<file path="src/rtl/reg_bank.sv">
// Architectural register file with built-in A/B operand latches and same-edge
// write forwarding. Writes with a nonzero upper address field are dropped and flagged.
module reg_bank #(
    parameter int          NUM_REGS = 32,
    parameter logic [31:0] SP_RESET = 32'd227
) (
    input  logic        clk,
    input  logic        reset,
    input  logic        reg_write,
    input  logic [31:0] write_reg,
    input  logic [31:0] write_data,
    input  logic [4:0]  read_reg1,
    input  logic [4:0]  read_reg2,
    input  logic        load_ab,
    output logic [31:0] a_out,
    output logic [31:0] b_out,
    output logic        addr_err
);

    logic [31:0] regs [NUM_REGS];
    logic        wr_hi_bad;
    logic        wr_valid;
    logic [4:0]  wr_idx;
    logic [31:0] opnd_a;
    logic [31:0] opnd_b;

    assign wr_idx    = write_reg[4:0];
    assign wr_hi_bad = |write_reg[31:5];
    // Only writes that will actually land are allowed to forward.
    assign wr_valid  = reg_write && !wr_hi_bad && (wr_idx != 5'd0);

    always_comb begin
        opnd_a = regs[read_reg1];
        if (read_reg1 == 5'd0)
            opnd_a = 32'd0;
        else if (wr_valid && (wr_idx == read_reg1))
            opnd_a = write_data;
    end

    always_comb begin
        opnd_b = regs[read_reg2];
        if (read_reg2 == 5'd0)
            opnd_b = 32'd0;
        else if (wr_valid && (wr_idx == read_reg2))
            opnd_b = write_data;
    end

    always_ff @(posedge clk or negedge reset) begin
        if (!reset) begin
            for (int i = 0; i < NUM_REGS; i++)
                regs[i] <= (i == 29) ? SP_RESET : 32'd0;
            a_out    <= 32'd0;
            b_out    <= 32'd0;
            addr_err <= 1'b0;
        end else begin
            if (wr_valid)
                regs[wr_idx] <= write_data;
            if (load_ab) begin
                a_out <= opnd_a;
                b_out <= opnd_b;
            end
            if (reg_write && wr_hi_bad)
                addr_err <= 1'b1;
        end
    end

endmodule

</file>
<file path="config.mk">
export PLATFORM = sky130hd
export DESIGN_NAME = reg_bank
export DESIGN_NICKNAME = d
export VERILOG_FILES = /design/src/rtl/reg_bank.sv
export SDC_FILE = /design/constraint.sdc
export NUM_CORES = 2
export LEC_CHECK = 0
export ABC_CLOCK_PERIOD_IN_PS = 1800
export CORE_MARGIN = 8
export CORE_UTILIZATION = 30
export DETAILED_ROUTE_END_ITERATION = 8
export PLACE_DENSITY = 0.43
export SLEW_MARGIN = 20
export SYNTH_ARGS = -nofsm -noshare
export SYNTH_HDL_FRONTEND = slang
export SYNTH_SLANG_ARGS = --single-unit
</file>
<file path="constraint.sdc">
create_clock -name clk -period 1.8 [get_ports clk]
set_input_delay 0.45 -clock clk [delete_from_list [all_inputs] [get_ports clk]]
set_output_delay 0.45 -clock clk [all_outputs]
set_load 0.01 [all_outputs]
</file>
==> metrics.txt <==
status finished, violations left; violated checks negative setup slack; dpl cell area 68800 sq um; Worst EP arrival 2.91 ns; Max VDD drop approximately 0.75 mV; number of flops mapped to enable cells by yosys 0; Final ANT Viol Nets 0; Sum Neg Setup Slack -257.17 ns; Syn Inst Count 4132; Clk pin slew, worst setup/hold paths roughly 0.060 ns; Worst slew margin 0.5229; Final Critical Period 2.269 ns; Synth Area in Compound Gates 0.05760; vias in the first global route 42010; Clk Tree Root Cell clkbuf_16; # IOs 143; non-filler cells, final 7346; CTS H-tree lvls 4; Seq/Total Area, Yosys 0.4730; # rows 161; worst slack, placed -1.749 ns; post-synth top area share 0.4707; later-pin clock latency in the skew report 0.78 ns; max cap viols 0; layout cell share with drive strength beyond 1 0.5363; Hold Crit Class in -> async; Die Area 206400 sq um; CP Class in -> reg; final period utilization 1.260; Async SR Flop Fraction 1.000; area of the multi-input gates roughly 30000 sq um; dpl cells 7062; CP Launch Type input pin; Fillers 18195; Final #Nets 4804; CTS tree yes; initial antenna violation count 6; Synth area leader dfrtp_1; DRC errors left 0; count of final setup violators 1084; Mapped Nets around 4200; Synth Area in Simple Gates 0.03406; Synth area leaders dfrtp_1, mux2_2, mux4_2; # diodes 0; most frequent cells in the layout dfrtp_1, mux2_2, buf_4; RSZ-0062 raised after global routing yes; First-pass DRT Iterations 6; PnR worst setup slack -0.4686 ns; Final Hold Viols 0; Die X 454.3 um; Synth Flop Type dfrtp_1; via count 39838; starting density of the core 0.3005; synth warn 0; mapped cell area 57630 sq um; via/cell ratio around 5.4; synth-to-layout area growth 29.26%; Core Region 191800 sq um; Cell variety after synth 46; Slew Limit Fails 0; height of the chip approximately 450 um; Final Wtd Congestion between 0.7 and 0.8; worst-margin pin slew 0.7156 ns; Yosys reg bits between 1000 and 1500; Fmax between 400 and 500 MHz; register area 27270 sq um; Clock Tree Buf Depth 3; power per cell area a little under 800 nW/um^2; clock tree sinks 1089; Routed Wire Length 224700 um; CP Max Fanout 5; largest net degree at the start of global routing a little under 80; main combinational cell family by area after synthesis multiplexers; drt first-iter violations between 2000 and 3000; IO buf count 142; Crit path required time 2.44 ns; GRT Resource Usage Total 0.2122; WL per Instance 30.59 um; most common cell after layout, fill and taps aside dfrtp_1; Setup Skew 0.02470 ns; leakage roughly 35 nW; hold slack final 0.1630 ns; total grt overflow 0; DP HPWL 150400 um; Syn Area/Cell around 14 sq um; Synth Area in Adders 0; Synth Area in XOR/XNOR 0.001520; nature of the critical path endpoint register; first-pass GRT wire length ~320000 um; final std cell area, no fill 74500 sq um; post-synthesis mux area share 0.4019; TritonCTS Buffers 137
## final timing paths
path | startpoint | slack, ns | end | depth (start not counted)
min in group clk | reg_write | 0.33 | addr_err$_DFFE_PN0P_ | 4
worst max-delay path | write_reg[15] | -0.47 | regs[977]$_DFFE_PN0P_ | 8
worst min-delay path | reset | 0.16 | regs[923]$_DFFE_PN0P_ | 2
worst min register to register | regs[1008]$_DFFE_PN0P_ | 0.39 | regs[1008]$_DFFE_PN0P_ | 0
worst max register to register | regs[680]$_DFFE_PN0P_ | -0.18 | a_out[8]$_DFFE_PN0P_ | 4
max in group asynchronous | reset | 0.77 | regs[241]$_DFFE_PN0P_ | 4
## cells by family (layout without fill, tap and decap cells)
family                 Yosys count  after routing
AND/OR/NAND/NOR                364            364
multiplexers                  1727           1727
flip-flops                    1089           1089
buffers and inverters          458           1146
XOR/XNOR                        10             10
AO/OA/AOI/OAI                  484            484
## through the flow
stage                     power (W)    util
after floorplan             0.02744       -
after global placement      0.03085  0.3587
after detailed placement    0.03083  0.3587
after CTS                   0.05828  0.3823
after global routing        0.05952  0.3885
final                       0.05740  0.3885
## state kept, by name (all words and copies together) (netlist names)
register / cells
addr_err: 1
a_out: 32
regs: 1024
b_out: 32
## timing repair
action	4_1_cts	5_1_grt
gates cloned	3	10
hold buffers	1	0
resized for setup	305	258
setup buffers	6	36
hold endpoints to repair	349	0
pin swaps	20	27
endpoints found under the setup margin	1121	1113
## synth_stat cells (2+ instances only)
cell      count
nand4_1       6
clkbuf_1    339
a22oi_1      94
inv_2         2
or3b_2       22
o21ai_0      63
dfrtp_1    1084
mux2_4       30
and2_1        2
dfstp_2       5
nand2_1      72
xor2_1        4
o221ai_1      4
buf_12        3
o22ai_1      34
buf_6         2
a21oi_1     127
buf_1        63
or2_2         3
nor2_1       48
nor4_1        6
o41ai_1       2
or4_1         2
nor3_1       67
nor2b_1      72
buf_2        49
mux2_2     1014
nand3_1      17
a221oi_1    154
nand2b_1     32
or3b_1        9
or3_1         2
mux2_1       10
xnor2_1       6
mux4_2      355
mux2i_1     318
## layout make-up
| type | instances | area share |
|---|---|---|
| inverters | 2 | 0.0002015 |
| clock buffers | 203 | 0.05455 |
| well taps | 2526 | 0.04243 |
| repair buffers | 911 | 0.1347 |
| multi-input cells | 2585 | 0.3984 |
| flip-flops and latches | 1089 | 0.3660 |
| clock inverters | 30 | 0.003729 |
## routing by layer
metal	wire length [um]	track usage
met2	108600	0.3538
met1	100600	0.2868
met4	7164	0.06369
met3	8325	0.03073
met5	8	0
## critical path, stage by stage
cell and delay [ns]:
buf_2 0.11, nor4_4 0.27, nand3_2 0.18, or2_4 0.31, or4b_4 0.49, or3b_4 0.54
buf_16 0.22, mux2_4 0.31
## power breakdown
group | total [W] | leakage [nW] | internal [W] | switching (W)
sequential | 0.0248 | 15.1 | 0.0246 | 0.000133
combinational | 0.00555 | 17.8 | 0.00220 | 0.00335
clock | 0.0271 | 2.13 | 0.0159 | 0.0112
total | 0.0574 | 35.0 | 0.0427 | 0.0147
(Power assumes the default switching activity.)
